## src/rtl/cofre_pkg.sv

```systemverilog
// Shared definitions for the vault-lock symbol interface.
//   - sym_t and the symbol constants on the 2-bit lock bus.
//   - tx_state_t: the transmitter FSM states.
//   - DEFAULT_CODE: the factory combination A C A A B (symbol 0 in the low bits).
//   - max_int: elaboration helper used to size counters.
package cofre_pkg;

  typedef logic [1:0] sym_t;

  localparam sym_t SYM_IDLE = 2'b00;
  localparam sym_t SYM_A    = 2'b01;
  localparam sym_t SYM_B    = 2'b10;
  localparam sym_t SYM_C    = 2'b11;

  typedef enum logic [2:0] {
    ST_IDLE,
    ST_SEND,
    ST_GAP,
    ST_WAIT,
    ST_DONE
  } tx_state_t;

  localparam logic [9:0] DEFAULT_CODE = 10'h25D;

  function automatic int max_int(input int a, input int b);
    return (a > b) ? a : b;
  endfunction

endpackage

```

## src/rtl/cofre_tick_cnt.sv

```systemverilog
// Loadable down-counter with a zero flag. Times both the idle gap after
// each symbol and the unlock wait window.
//   clk, rst  : clock, asynchronous active-high reset (count returns to 0)
//   load      : load load_val on the next edge (has priority over counting)
//   load_val  : value to load; a load of N gives N+1 cycles until zero is seen
//   zero      : count is zero; the count then holds and never wraps
module cofre_tick_cnt #(
  parameter int W = 4
) (
  input  logic         clk,
  input  logic         rst,
  input  logic         load,
  input  logic [W-1:0] load_val,
  output logic         zero
);

  logic [W-1:0] cnt_q;

  always_ff @(posedge clk or posedge rst) begin
    if (rst) begin
      cnt_q <= '0;
    end else if (load) begin
      cnt_q <= load_val;
    end else if (cnt_q != '0) begin
      cnt_q <= cnt_q - 1'b1;
    end
  end

  assign zero = (cnt_q == '0);

endmodule

```

## src/rtl/cofre_code_tx.sv

```systemverilog
// Transmitter for the vault-lock symbol interface. Sends a packed
// combination one symbol per slot, each followed by GAP_CYC idle cycles,
// then watches the lock's unlock output and reports pass/fail.
//
// Optional feature: define COFRE_CODE_TX_ABORT_EN to add the abort input.
//
// Ports:
//   clk       : clock, all state on the rising edge
//   rst       : asynchronous active-high reset
//   abort     : (COFRE_CODE_TX_ABORT_EN only) cancel a run, result ok=0
//   start     : one-cycle request, accepted only in IDLE
//   code_in   : combination, symbol k at bits [2k+1:2k], latched on accept
//   y_in      : unlock indication from the lock
//   x_out     : symbol bus to the lock
//   busy      : run in progress (SEND/GAP/WAIT)
//   done      : one-cycle completion pulse
//   ok        : run result, valid from done until the next accepted start
//   state_dbg : current FSM state
//
// Handshake: start has no ready; a start is taken only on a cycle where the
// FSM is in IDLE (busy=0 and done=0). Starts at any other time are dropped
// and code_in is not re-latched.
module cofre_code_tx
  import cofre_pkg::*;
#(
  parameter int SEQ_LEN = 5,
  parameter int GAP_CYC = 1,
  parameter int TIMEOUT = 8
) (
  input  logic                 clk,
  input  logic                 rst,
`ifdef COFRE_CODE_TX_ABORT_EN
  input  logic                 abort,
`endif
  input  logic                 start,
  input  logic [2*SEQ_LEN-1:0] code_in,
  input  logic                 y_in,
  output sym_t                 x_out,
  output logic                 busy,
  output logic                 done,
  output logic                 ok,
  output tx_state_t            state_dbg
);

  localparam int CW = $clog2(max_int(GAP_CYC, TIMEOUT) + 1);
  localparam int IW = (SEQ_LEN > 1) ? $clog2(SEQ_LEN) : 1;

  localparam logic [IW-1:0] LAST      = IW'(SEQ_LEN - 1);
  localparam logic [CW-1:0] GAP_LOAD  = CW'(GAP_CYC - 1);
  localparam logic [CW-1:0] WAIT_LOAD = CW'(TIMEOUT - 1);

  if (SEQ_LEN < 1) begin : g_seq_chk
    $error("cofre_code_tx: SEQ_LEN must be >= 1");
  end
  if (GAP_CYC < 1) begin : g_gap_chk
    $error("cofre_code_tx: GAP_CYC must be >= 1");
  end
  if (TIMEOUT < 1) begin : g_tmo_chk
    $error("cofre_code_tx: TIMEOUT must be >= 1");
  end

  tx_state_t            state_q, state_d;
  logic [IW-1:0]        idx_q, idx_d;
  logic [2*SEQ_LEN-1:0] code_q, code_d;
  logic                 ok_q, ok_d;
  // Unlock already seen while the last symbol was on the bus.
  logic                 early_q, early_d;

  logic                 cnt_load;
  logic [CW-1:0]        cnt_val;
  logic                 cnt_zero;
  sym_t                 cur_sym;

  cofre_tick_cnt #(.W(CW)) u_tick (
    .clk      (clk),
    .rst      (rst),
    .load     (cnt_load),
    .load_val (cnt_val),
    .zero     (cnt_zero)
  );

  always_comb begin
    cur_sym = SYM_IDLE;
    for (int k = 0; k < SEQ_LEN; k++) begin
      if (idx_q == IW'(k)) cur_sym = code_q[2*k +: 2];
    end
  end

  always_ff @(posedge clk or posedge rst) begin
    if (rst) begin
      state_q <= ST_IDLE;
      idx_q   <= '0;
      code_q  <= '0;
      ok_q    <= 1'b0;
      early_q <= 1'b0;
    end else begin
      state_q <= state_d;
      idx_q   <= idx_d;
      code_q  <= code_d;
      ok_q    <= ok_d;
      early_q <= early_d;
    end
  end

  always_comb begin
    state_d  = state_q;
    idx_d    = idx_q;
    code_d   = code_q;
    ok_d     = ok_q;
    early_d  = early_q;
    cnt_load = 1'b0;
    cnt_val  = '0;
    x_out    = SYM_IDLE;
    busy     = 1'b0;
    done     = 1'b0;

    case (state_q)
      ST_IDLE: begin
        if (start) begin
          code_d  = code_in;
          idx_d   = '0;
          ok_d    = 1'b0;
          early_d = 1'b0;
          state_d = ST_SEND;
        end
      end

      // A symbol is held for one cycle only: the lock steps on every
      // non-idle cycle it sees, so a repeat would count twice.
      ST_SEND: begin
        busy     = 1'b1;
        x_out    = cur_sym;
        // The lock's unlock output is Mealy on the final symbol.
        if ((idx_q == LAST) && y_in) early_d = 1'b1;
        cnt_load = 1'b1;
        cnt_val  = GAP_LOAD;
        state_d  = ST_GAP;
      end

      ST_GAP: begin
        busy = 1'b1;
        if (cnt_zero) begin
          if (idx_q == LAST) begin
            if (early_q) begin
              ok_d    = 1'b1;
              state_d = ST_DONE;
            end else begin
              cnt_load = 1'b1;
              cnt_val  = WAIT_LOAD;
              state_d  = ST_WAIT;
            end
          end else begin
            idx_d   = idx_q + 1'b1;
            state_d = ST_SEND;
          end
        end
      end

      ST_WAIT: begin
        busy = 1'b1;
        if (y_in) begin
          ok_d    = 1'b1;
          state_d = ST_DONE;
        end else if (cnt_zero) begin
          ok_d    = 1'b0;
          state_d = ST_DONE;
        end
      end

      ST_DONE: begin
        done    = 1'b1;
        state_d = ST_IDLE;
      end

      default: begin
        state_d = ST_IDLE;
      end
    endcase

`ifdef COFRE_CODE_TX_ABORT_EN
    // Abort wins over a same-cycle unlock and over normal sequencing.
    if (abort && ((state_q == ST_SEND) || (state_q == ST_GAP) ||
                  (state_q == ST_WAIT))) begin
      cnt_load = 1'b0;
      ok_d     = 1'b0;
      early_d  = 1'b0;
      state_d  = ST_DONE;
    end
`endif
  end

  assign ok        = ok_q;
  assign state_dbg = state_q;

endmodule

```

## config.mk

```make
export PLATFORM = sky130hd
export DESIGN_NAME = cofre_code_tx
export DESIGN_NICKNAME = d
export VERILOG_FILES = /design/src/rtl/cofre_pkg.sv /design/src/rtl/cofre_tick_cnt.sv /design/src/rtl/cofre_code_tx.sv
export SDC_FILE = /design/constraint.sdc
export NUM_CORES = 1
export LEC_CHECK = 0
export ABC_AREA = 1
export CAP_MARGIN = 40
export CORE_MARGIN = 1
export CORE_UTILIZATION = 57
export CTS_CLUSTER_SIZE = 20
export DETAILED_ROUTE_END_ITERATION = 16
export DONT_BUFFER_PORTS = 1
export PLACE_DENSITY_LB_ADDON = 0.08
export SKIP_LAST_GASP = 1
export SYNTH_ARGS = -nofsm -noshare
export SYNTH_HDL_FRONTEND = slang
export SYNTH_SLANG_ARGS = --single-unit
export TNS_END_PERCENT = 100
```

## constraint.sdc

```tcl
create_clock -name clk -period 1.9 [get_ports clk]
set_input_delay 0.475 -clock clk [delete_from_list [all_inputs] [get_ports clk]]
set_output_delay 0.475 -clock clk [all_outputs]
set_load 0.01 [all_outputs]
```

* Word-level counts from Yosys, hierarchy flattened
Index checks and enable logic that the tools add are counted. Widths: inputs -> output; s select.
Word-level totals: bits in registers 22, word-level logic and storage cells 76, input bits 14
Operators by class: add/sub/neg operators 2, reductions and logical operators 15, equal/unequal tests 15, multiplexer cells 38
Operators by type and width (count):
- $mux 3 | 13
- $eq 3x2->1 const B | 4
- $mux 1 | 12
- $mux 2 | 6
- $ne 2x2->1 const B | 6
- $pmux 3 s4 | 1
- $mux 4 | 2
- $eq 3x1->1 const B | 2
- $eq 3x3->1 const B | 2
- $logic_not 3->1 | 2
- $pmux 3 s2 | 1
- $reduce_and 3->1 | 2
- $reduce_and 6->1 | 1
- $reduce_bool 2->1 | 3
- $logic_not 4->1 | 1
- $pmux 1 s2 | 2
- $reduce_and 4->1 | 1
- $reduce_bool 4->1 | 1
- $sub 4x1->4 const B | 1
- $add 3x1->3 const B | 1
- $ne 3x3->1 const B | 1
- $pmux 1 s3 | 1
- $reduce_bool 3->1 | 1
- $reduce_or 3->1 | 1
- other kinds (2) | 2

* Longest topological paths before layout
Gate-level depths: netlist (run 1).
depth in word-level cells 7, gate-level depth with buffers 9, depth with buffers taken out 9

* Cells and area by module
From an unflattened synthesis (run 1), not the netlist that was laid out.
Unflattened totals: cell total of the unflattened synthesis 190, area, all modules 1338.8 µm²
Modules (own cells, without submodules):
- cofre_code_tx | seq. area each 450.4 µm², cells each 152, area an instance 1079.8 µm², times used 1
- cofre_tick_cnt | seq. area each 100.1 µm², cells each 38, area an instance 259.0 µm², times used 1

* Least setup slack after synthesis (run 1)
Ideal clock, no wire load.
kind flip-flop to output port, from reg idx_q[0], to out x_out[0], path slack 0.219 ns, arrival time 1.206 ns, stages on the path, launching flop included 8, buffers on the path 0, required time 1.425 ns, cells stage by stage dfrtp_1 > ha_1 > ha_1 > inv_1 > o21ai_0 > inv_1 > nand2_1 > a21oi_1
Between the ends: word-level cells in the longest chain between the ends 7
RTL lines:
- start: declaration | RTL line cofre_code_tx.sv:63 | logic [IW-1:0] idx_q, idx_d;
- start signal: assignment | RTL line cofre_code_tx.sv:98 | idx_q <= idx_d;
- $logic_not 3->1 | RTL line cofre_code_tx.sv:85 | if (idx_q == IW'(k)) cur_sym = code_q[2*k +: 2];
- $mux 2 (4 in series) | RTL line cofre_code_tx.sv:85
- $mux 2 * | RTL line cofre_code_tx.sv:85
- $mux 2 * | RTL line cofre_code_tx.sv:117 | case (state_q)
- end: declaration | RTL line cofre_code_tx.sv:38 | output sym_t x_out,
Every way passes the cells marked *; elsewhere a longest branch is shown, timed or not.

* Worst setup path after layout (run 1)
from reg idx_q[2], to out x_out[0]
The elaborated chain is that of the path after synthesis.

==> impl_results.html, run 1 <==
<table>
<tr><th>Metric</th><th>Value</th></tr>
<tr><th colspan="2">Status</th></tr>
<tr><td>Result of the run</td><td>finished with violations</td></tr>
<tr><td>Violations in the final reports</td><td>negative setup slack</td></tr>
<tr><th colspan="2">Finish</th></tr>
<tr><td>Share of layout cells above drive strength 1</td><td>0.229</td></tr>
<tr><td>Most frequent standard cell in the layout excluding fill and tap cells</td><td>sky130_fd_sc_hd__nand2_1</td></tr>
<tr><td>Fill cell instance count of the final layout</td><td>173</td></tr>
<tr><td>Final standard cell area without fillers</td><td>1470 um^2</td></tr>
<tr><td>P&amp;R area growth vs syn</td><td>13.4%</td></tr>
<tr><td>Antenna diodes</td><td>0</td></tr>
<tr><td>Sequential Area</td><td>552 um^2</td></tr>
<tr><td>Post-layout nets</td><td>201</td></tr>
<tr><td>Area taken by multi-input logic gates</td><td>712 um^2</td></tr>
<tr><td>Top library cells by usage in the layout, fill and taps aside</td><td>sky130_fd_sc_hd__nand2_1 (48), sky130_fd_sc_hd__inv_1 (21), sky130_fd_sc_hd__dfrtp_1 (21)</td></tr>
<tr><th colspan="2">Global routing</th></tr>
<tr><td>Remaining Overflow, GRT</td><td>0</td></tr>
<tr><td>Global-route wire length before repair</td><td>4480 um</td></tr>
<tr><td>Maximum number of pins on one net before global-route repair</td><td>23</td></tr>
<tr><td>Global-route total usage across every layer</td><td>0.237</td></tr>
<tr><td>Via count of the first global-routing pass</td><td>1087</td></tr>
<tr><td>Number of antenna violations at the first check in global routing</td><td>0</td></tr>
<tr><th colspan="2">Setup path</th></tr>
<tr><td>Worst path slowest cell</td><td>sky130_fd_sc_hd__dfrtp_2</td></tr>
<tr><td>CP most frequent cell</td><td>sky130_fd_sc_hd__inv_1</td></tr>
<tr><td>Worst EP arrival</td><td>1580 ps</td></tr>
<tr><td>Type of the setup path with the least slack</td><td>reg -&gt; out</td></tr>
<tr><td>Cell family contributing the most delay on the critical path</td><td>flip-flops</td></tr>
<tr><td>Worst path buffer plus inverter count</td><td>3</td></tr>
<tr><td>Crit path largest cell delay</td><td>500 ps</td></tr>
<tr><td>Required arrival time at the worst endpoint</td><td>1420 ps</td></tr>
<tr><td>Critical Path End Type</td><td>primary output</td></tr>
<tr><td>Setup slack of the worst register-to-register path</td><td>320 ps</td></tr>
<tr><td>Critical-path cell list</td><td>inv_1 -&gt; ha_4 -&gt; inv_4 -&gt; o21ai_1 -&gt; inv_1 -&gt; a21oi_2</td></tr>
<tr><td>Maximum fanout along the worst path</td><td>5</td></tr>
<tr><td>Startpoint kind of the worst setup timing path</td><td>flip-flop</td></tr>
<tr><th colspan="2">Synth</th></tr>
<tr><td>Sequential cell area fraction in the yosys report</td><td>0.424</td></tr>
<tr><td>Distinct cell type count after synthesis</td><td>25</td></tr>
<tr><td>Post-synthesis average cell area</td><td>7.54 um^2</td></tr>
<tr><td>Post-synthesis net count</td><td>192</td></tr>
<tr><td>Number of warnings issued by yosys</td><td>0</td></tr>
<tr><td>#FFs+latches synth</td><td>22</td></tr>
<tr><td>Post-synthesis cell count</td><td>172</td></tr>
<tr><td>Combined area of all synthesized cells</td><td>1300 um^2</td></tr>
<tr><th colspan="2">CTS</th></tr>
<tr><td>Clock edge transition at the registers on the reported setup and hold paths</td><td>120 ps</td></tr>
<tr><td>Clock latency reported for the late side of the worst-skew pair</td><td>310 ps</td></tr>
<tr><td>Cell at the root of the clock tree</td><td>sky130_fd_sc_hd__clkbuf_4</td></tr>
<tr><td>CTS buffer count</td><td>3</td></tr>
<tr><td>Maximum root-to-sink buffer count</td><td>2</td></tr>
<tr><td># clock sinks</td><td>22</td></tr>
<tr><td>Clock tree from TritonCTS</td><td>done</td></tr>
<tr><td>Htree depth</td><td>1</td></tr>
<tr><td>Hold-fix buffer count after cts</td><td>0</td></tr>
<tr><th colspan="2">Timing</th></tr>
<tr><td>Max-slew violation count</td><td>0</td></tr>
<tr><td>Number of hold-slack violations in the final timing report</td><td>0</td></tr>
<tr><td>Post-Route Skew</td><td>8.49 ps</td></tr>
<tr><td>Worst-Margin Slew</td><td>337 ps</td></tr>
<tr><td>Setup repair after global routing missed its margin</td><td>true</td></tr>
<tr><td>Worst setup slack after layout</td><td>-151 ps</td></tr>
<tr><td>Maximum operating frequency</td><td>488 MHz</td></tr>
<tr><td>Post-Route Hold Slack</td><td>69.6 ps</td></tr>
<tr><td>Max-slew headroom</td><td>0.773</td></tr>
<tr><td>Accumulated negative setup slack</td><td>-291 ps</td></tr>
<tr><td>Final period utilization</td><td>1.08</td></tr>
<tr><td>Post-layout minimum cycle time</td><td>2050 ps</td></tr>
<tr><td>Count of final setup violators</td><td>2</td></tr>
<tr><th colspan="2">Floorplan</th></tr>
<tr><td>Placeable core region</td><td>2040 um^2</td></tr>
<tr><td>Starting Density</td><td>0.635</td></tr>
<tr><td>X dimension of the die</td><td>49.7 um</td></tr>
<tr><td>Placement row count</td><td>16</td></tr>
<tr><td>Height of the die</td><td>49.7 um</td></tr>
<tr><td>Area enclosed by the die boundary</td><td>2470 um^2</td></tr>
<tr><td>Count of pins on the block boundary</td><td>22</td></tr>
<tr><th colspan="2">Drt</th></tr>
<tr><td>Vias</td><td>1110</td></tr>
<tr><td>Vias per cell</td><td>5.39</td></tr>
<tr><td>Wire length after detailed routing</td><td>2680 um</td></tr>
<tr><td>Remaining number of nets flagged by the antenna check after routing</td><td>0</td></tr>
<tr><td>Number of detailed-routing iterations run before antenna repair</td><td>4</td></tr>
<tr><td>Count of unresolved DRC violations after routing</td><td>0</td></tr>
<tr><td>Detail-routed net length per standard cell</td><td>13.0 um</td></tr>
<tr><td>Number of DRC violations after detailed-routing iteration 0</td><td>42</td></tr>
<tr><th colspan="2">Place</th></tr>
<tr><td>Final HPWL DP</td><td>1870 um</td></tr>
<tr><td>Routability cong.</td><td>0.904</td></tr>
<tr><td>Post-DP Area</td><td>1350 um^2</td></tr>
<tr><td>Port-buffer cells</td><td>0</td></tr>
<tr><th colspan="2">Min path</th></tr>
<tr><td>Tightest Hold Check Type</td><td>in -&gt; async</td></tr>
<tr><th colspan="2">Power</th></tr>
<tr><td>Peak ir drop on the vdd network</td><td>0.933 mV</td></tr>
<tr><td>Power per standard cell area</td><td>1540 nW/um^2</td></tr>
<tr><td>Leakage power total</td><td>0.746 nW</td></tr>
<tr><th colspan="2">Flow run</th></tr>
<tr><td>Count of maximum capacitance violations</td><td>0</td></tr>
</table>
## logic make-up (layout without fill, tap and decap cells)
group,count (synthesis),in the layout,share of synthesized area
and+or+nand+nor,92,92,0.322
buffers and inverters,30,37,0.0926
DFF,22,22,0.424
AOI/OAI and AO/OA,20,20,0.0897
adders and majority gates,6,6,0.0579
xor gates and xnor gates,2,2,0.0135
## worst paths after layout
kind | to | from | depth (start not counted)
setup reg to reg | code_q[5] | state_dbg[0] | 7
hold / removal | code_q[4] | rst | 2
max in group asynchronous | idx_q[2] | rst | 2
min in group clk | code_q[1] | code_in[1] | 2
hold reg to reg | code_q[4] | code_q[4] | 2
setup / recovery | x_out[0] | idx_q[2] | 6
## worst reg2reg max path: cells and delay by family (launching register included)
kind	cells	cell delay (ps)
flops	1	470
buf+inv	2	340
simple gates	5	660
## Yosys cell counts, drive strengths merged
| cell | count | area [um^2] |
|---|---|---|
| or2 | 1 | 6.26 |
| nand4 | 2 | 12.5 |
| inv | 29 | 109 |
| o22ai | 1 | 6.26 |
| dfrtp | 22 | 551 |
| nand2 | 52 | 200 |
| o211ai | 1 | 12.5 |
| a21oi | 4 | 20.0 |
| ha | 6 | 75.1 |
| o32ai | 1 | 8.76 |
| o21ai | 13 | 68.8 |
| xor2 | 1 | 8.76 |
| nor3 | 1 | 5.00 |
| nor2 | 21 | 96.3 |
| nand3 | 15 | 97.6 |
| buf | 1 | 11.3 |
| xnor2 | 1 | 8.76 |
## per-layer routing
layer / wire length, um / share of wire / GRT usage
met1: 1180 / 0.44 / 0.319
met3: 160 / 0.060 / 0.0556
met5: 0 / 0 / 0
met2: 1280 / 0.48 / 0.369
met4: 56 / 0.021 / 0.0905
## metrics by stage
| stage | total power, W | utilization | setup WS, ps | cells |
|---|---|---|---|---|
| floorplan | 0.00168 | - | 219 | 172 |
| global placement | 0.00188 | 0.661 | 142 | 202 |
| detailed placement | 0.00193 | 0.661 | 100 | 202 |
| CTS | 0.00220 | 0.695 | -149 | 206 |
| global route | 0.00248 | 0.721 | -254 | 206 |
| finish | 0.00226 | 0.721 | -151 | 206 |
## registers in the layout, indices dropped and copies added (netlist names)
name and cells:
code_q 10, early_q 1, idx_q 3, ok 1, state_dbg 3, u_tick.cnt_q 4
## layout make-up
cell class,count,share of cell area
clock buffers,3,0.0153
inverters,29,0.0774
multi-input cells,120,0.484
repair buffers,5,0.0255
flip-flops and latches,22,0.375
well taps,27,0.0230
## report_power, final
part	switching (W)	internal (W)
Clock	0.000135	0.0000740
Sequential	0.000128	0.000659
Combinational	0.000806	0.000461
Total	0.00107	0.00119
## what timing repair did
| item | in CTS | in global routing |
|---|---|---|
| gates resized for setup | 13 | 18 |
| pin swaps | 6 | 7 |
| hold endpoints to repair | 0 | 0 |
| buffers inserted | 1 | 0 |
| endpoints found under the setup margin | 2 | 2 |
(Power assumes the default switching activity.)
==> run 2: changes to the inputs <==
--- a/config.mk
+++ b/config.mk
@@ -7,11 +7,12 @@
 export LEC_CHECK = 0
 export ABC_AREA = 1
 export CAP_MARGIN = 40
-export CORE_MARGIN = 1
+export CORE_MARGIN = 2
 export CORE_UTILIZATION = 57
 export CTS_CLUSTER_SIZE = 20
 export DETAILED_ROUTE_END_ITERATION = 16
 export DONT_BUFFER_PORTS = 1
+export GPL_TIMING_DRIVEN = 0
 export PLACE_DENSITY_LB_ADDON = 0.08
 export SKIP_LAST_GASP = 1
 export SYNTH_ARGS = -nofsm -noshare
==> run 2 against run 1 <==
Net effect: the run still ends with negative setup slack left; maximum frequency shrank 0.22%; cell area grew 2.8%; critical path depth grew 2; die area grew 8.2%; clock power is essentially flat; non-clock buffer count shrank 1; global-route usage shrank 1.8 points; first-iteration DRC count shrank 43%; via count shrank 1.4%; worst setup slack lost 4.5 ps.
==> impl_results.html, run 2 (same netlist as run 1, synthesis figures left out) <==
<table>
<tr><th>Metric</th><th>Value</th></tr>
<tr><th colspan="2">Status</th></tr>
<tr><td>Result of the run</td><td>finished with violations</td></tr>
<tr><td>Violations in the final reports</td><td>negative setup slack</td></tr>
<tr><th colspan="2">Timing</th></tr>
<tr><td>Count of final setup violators</td><td>2</td></tr>
<tr><td>Post-layout minimum cycle time</td><td>2060 ps</td></tr>
<tr><td>Max-slew violation count</td><td>0</td></tr>
<tr><td>Max-slew headroom</td><td>0.462</td></tr>
<tr><td>Accumulated negative setup slack</td><td>-273 ps</td></tr>
<tr><td>Post-Route Skew</td><td>2.15 ps</td></tr>
<tr><td>Setup repair after global routing missed its margin</td><td>true</td></tr>
<tr><td>Maximum operating frequency</td><td>486 MHz</td></tr>
<tr><td>Worst-Margin Slew</td><td>806 ps</td></tr>
<tr><td>Number of hold-slack violations in the final timing report</td><td>0</td></tr>
<tr><td>Worst setup slack after layout</td><td>-156 ps</td></tr>
<tr><td>Final period utilization</td><td>1.08</td></tr>
<tr><th colspan="2">Finish</th></tr>
<tr><td>P&amp;R area growth vs syn</td><td>16.6%</td></tr>
<tr><td>Antenna diodes</td><td>0</td></tr>
<tr><td>Fill cell instance count of the final layout</td><td>171</td></tr>
<tr><td>Utilization after layout</td><td>0.690</td></tr>
<tr><td>Largest registers</td><td>code_q: 10 flops, u_tick.cnt_q: 4 flops</td></tr>
<tr><td>Max FFs per register</td><td>10</td></tr>
<tr><td>Post-layout nets</td><td>200</td></tr>
<tr><td>Share of layout cells above drive strength 1</td><td>0.258</td></tr>
<tr><td>Most frequent standard cell in the layout excluding fill and tap cells</td><td>sky130_fd_sc_hd__nand2_1</td></tr>
<tr><td>Top library cells by usage in the layout, fill and taps aside</td><td>sky130_fd_sc_hd__nand2_1 (46), sky130_fd_sc_hd__inv_1 (20), sky130_fd_sc_hd__dfrtp_1 (19)</td></tr>
<tr><td>Largest register by flop count</td><td>code_q</td></tr>
<tr><td>Final standard cell area without fillers</td><td>1510 um^2</td></tr>
<tr><th colspan="2">CTS</th></tr>
<tr><td>Maximum root-to-sink buffer count</td><td>2</td></tr>
<tr><td># clock sinks</td><td>22</td></tr>
<tr><td>CTS buffer count</td><td>3</td></tr>
<tr><td>Cell at the root of the clock tree</td><td>sky130_fd_sc_hd__clkbuf_4</td></tr>
<tr><td>Clock latency reported for the late side of the worst-skew pair</td><td>300 ps</td></tr>
<tr><td>Htree depth</td><td>1</td></tr>
<tr><td>Clock tree from TritonCTS</td><td>done</td></tr>
<tr><td>Clock edge transition at the registers on the reported setup and hold paths</td><td>110 ps</td></tr>
<tr><th colspan="2">Power</th></tr>
<tr><td>Switching part of the total</td><td>0.476</td></tr>
<tr><td>Register share of total power</td><td>0.365</td></tr>
<tr><td>Portion of total power attributed to the clock network</td><td>0.090</td></tr>
<tr><td>Leakage power total</td><td>0.744 nW</td></tr>
<tr><td>P_sw</td><td>0.00110 W</td></tr>
<tr><td>Logic gate share of total power</td><td>0.546</td></tr>
<tr><td>Int Pwr</td><td>0.00121 W</td></tr>
<tr><td>Peak ir drop on the vdd network</td><td>0.863 mV</td></tr>
<tr><td>Power per standard cell area</td><td>1530 nW/um^2</td></tr>
<tr><th colspan="2">Setup path</th></tr>
<tr><td>Type of the setup path with the least slack</td><td>reg -&gt; out</td></tr>
<tr><td>Required arrival time at the worst endpoint</td><td>1420 ps</td></tr>
<tr><td>Startpoint kind of the worst setup timing path</td><td>flip-flop</td></tr>
<tr><td>Maximum fanout along the worst path</td><td>4</td></tr>
<tr><td>Critical Path End Type</td><td>primary output</td></tr>
<tr><td>Worst EP arrival</td><td>1580 ps</td></tr>
<tr><th colspan="2">Floorplan</th></tr>
<tr><td>Placeable core region</td><td>2190 um^2</td></tr>
<tr><td>Starting Density</td><td>0.592</td></tr>
<tr><td>Count of pins on the block boundary</td><td>22</td></tr>
<tr><td>X dimension of the die</td><td>51.7 um</td></tr>
<tr><td>Height of the die</td><td>51.7 um</td></tr>
<tr><td>Area enclosed by the die boundary</td><td>2670 um^2</td></tr>
<tr><td>Placement row count</td><td>17</td></tr>
<tr><th colspan="2">Drt</th></tr>
<tr><td>Count of unresolved DRC violations after routing</td><td>0</td></tr>
<tr><td>Wire length after detailed routing</td><td>2690 um</td></tr>
<tr><td>Detail-routed net length per standard cell</td><td>13.0 um</td></tr>
<tr><td>Vias per cell</td><td>5.31</td></tr>
<tr><td>Number of DRC violations after detailed-routing iteration 0</td><td>24</td></tr>
<tr><td>Number of detailed-routing iterations run before antenna repair</td><td>4</td></tr>
<tr><td>Vias</td><td>1094</td></tr>
<tr><td>Remaining number of nets flagged by the antenna check after routing</td><td>0</td></tr>
<tr><th colspan="2">Place</th></tr>
<tr><td>Post-DP Area</td><td>1330 um^2</td></tr>
<tr><td>Routability cong.</td><td>0.793</td></tr>
<tr><td>Final HPWL DP</td><td>1920 um</td></tr>
<tr><td>Port-buffer cells</td><td>0</td></tr>
<tr><th colspan="2">Global routing</th></tr>
<tr><td>Via count of the first global-routing pass</td><td>1048</td></tr>
<tr><td>Global-route total usage across every layer</td><td>0.219</td></tr>
<tr><td>Global-route wire length before repair</td><td>4320 um</td></tr>
<tr><td>Number of antenna violations at the first check in global routing</td><td>0</td></tr>
<tr><td>Remaining Overflow, GRT</td><td>0</td></tr>
<tr><td>Maximum number of pins on one net before global-route repair</td><td>23</td></tr>
<tr><th colspan="2">Min path</th></tr>
<tr><td>Tightest Hold Check Type</td><td>in -&gt; async</td></tr>
<tr><th colspan="2">Flow run</th></tr>
<tr><td>Count of maximum capacitance violations</td><td>0</td></tr>
</table>
==> run 2: worst max-delay path, cell delays in order, from the launching register on <==
cell                      delay (ps)
sky130_fd_sc_hd__dfrtp_2         490
sky130_fd_sc_hd__inv_4           100
sky130_fd_sc_hd__ha_4            160
sky130_fd_sc_hd__inv_4            40
sky130_fd_sc_hd__nor2_4          100
sky130_fd_sc_hd__nand3_2          90
sky130_fd_sc_hd__nand3_2          90
sky130_fd_sc_hd__nand2_2          70
sky130_fd_sc_hd__a21oi_4         150
==> run 2: stage by stage <==
step           std cells  hold slack [ps]  setup slack, ps  power, W
2_1_floorplan        172              437              219   0.00168
4_1_cts              205              237             -145   0.00216
6_report             206              203             -156   0.00231
3_5_place_dp         200              455             64.4   0.00189
5_1_grt              206              267             -240   0.00253
3_3_place_gp         200              453             87.8   0.00184
==> run 2: worst paths after layout <==
| path | startpoint | cells past startpoint | slack, ps | to |
|---|---|---|---|---|
| worst max-delay path | idx_q[1] | 8 | -160 | x_out[0] |
| max in group asynchronous | rst | 1 | 1150 | idx_q[0] |
| min in group clk | code_in[5] | 2 | 280 | code_q[5] |
| worst min-delay path | rst | 1 | 200 | u_tick.cnt_q[3] |
| worst max register to register | idx_q[1] | 9 | 370 | ok |
| worst min register to register | code_q[5] | 2 | 490 | code_q[5] |
==> run 2: power groups by stage <==
stage	logic, W	clock network [W]	registers (W)
2_1_floorplan	0.000877	0	0.000801
3_3_place_gp	0.00101	0	0.000826
3_5_place_dp	0.00106	0	0.000836
4_1_cts	0.00113	0.000211	0.000827
5_1_grt	0.00143	0.000229	0.000869
6_report	0.00126	0.000207	0.000845
==> run 2: layout make-up <==
class | instances | area (um^2) | area share
buffer | 1 | 11.3 | 0.00744
timing repair buffer | 3 | 26.3 | 0.0174
clock buffer | 3 | 22.5 | 0.0149
multi-input combinational | 120 | 747 | 0.494
inverter | 29 | 116 | 0.0769
sequential | 22 | 554 | 0.366
tap | 28 | 35.0 | 0.0232
==> run 2: metal layers <==
layer	share of wire	up-vias	track usage
met2	0.49	42	0.361
met3	0.068	4	0.0489
met4	0.010	0	0.0833
met1	0.43	493	0.280
li1	-	555	-
met5	0	-	0
==> run 2: repair_timing <==
action / CTS / global route
setup buffers: 2 / 1
gates resized for setup: 14 / 28
hold buffers: 0 / 0
setup endpoints to repair: 2 / 2
pin swaps: 5 / 10
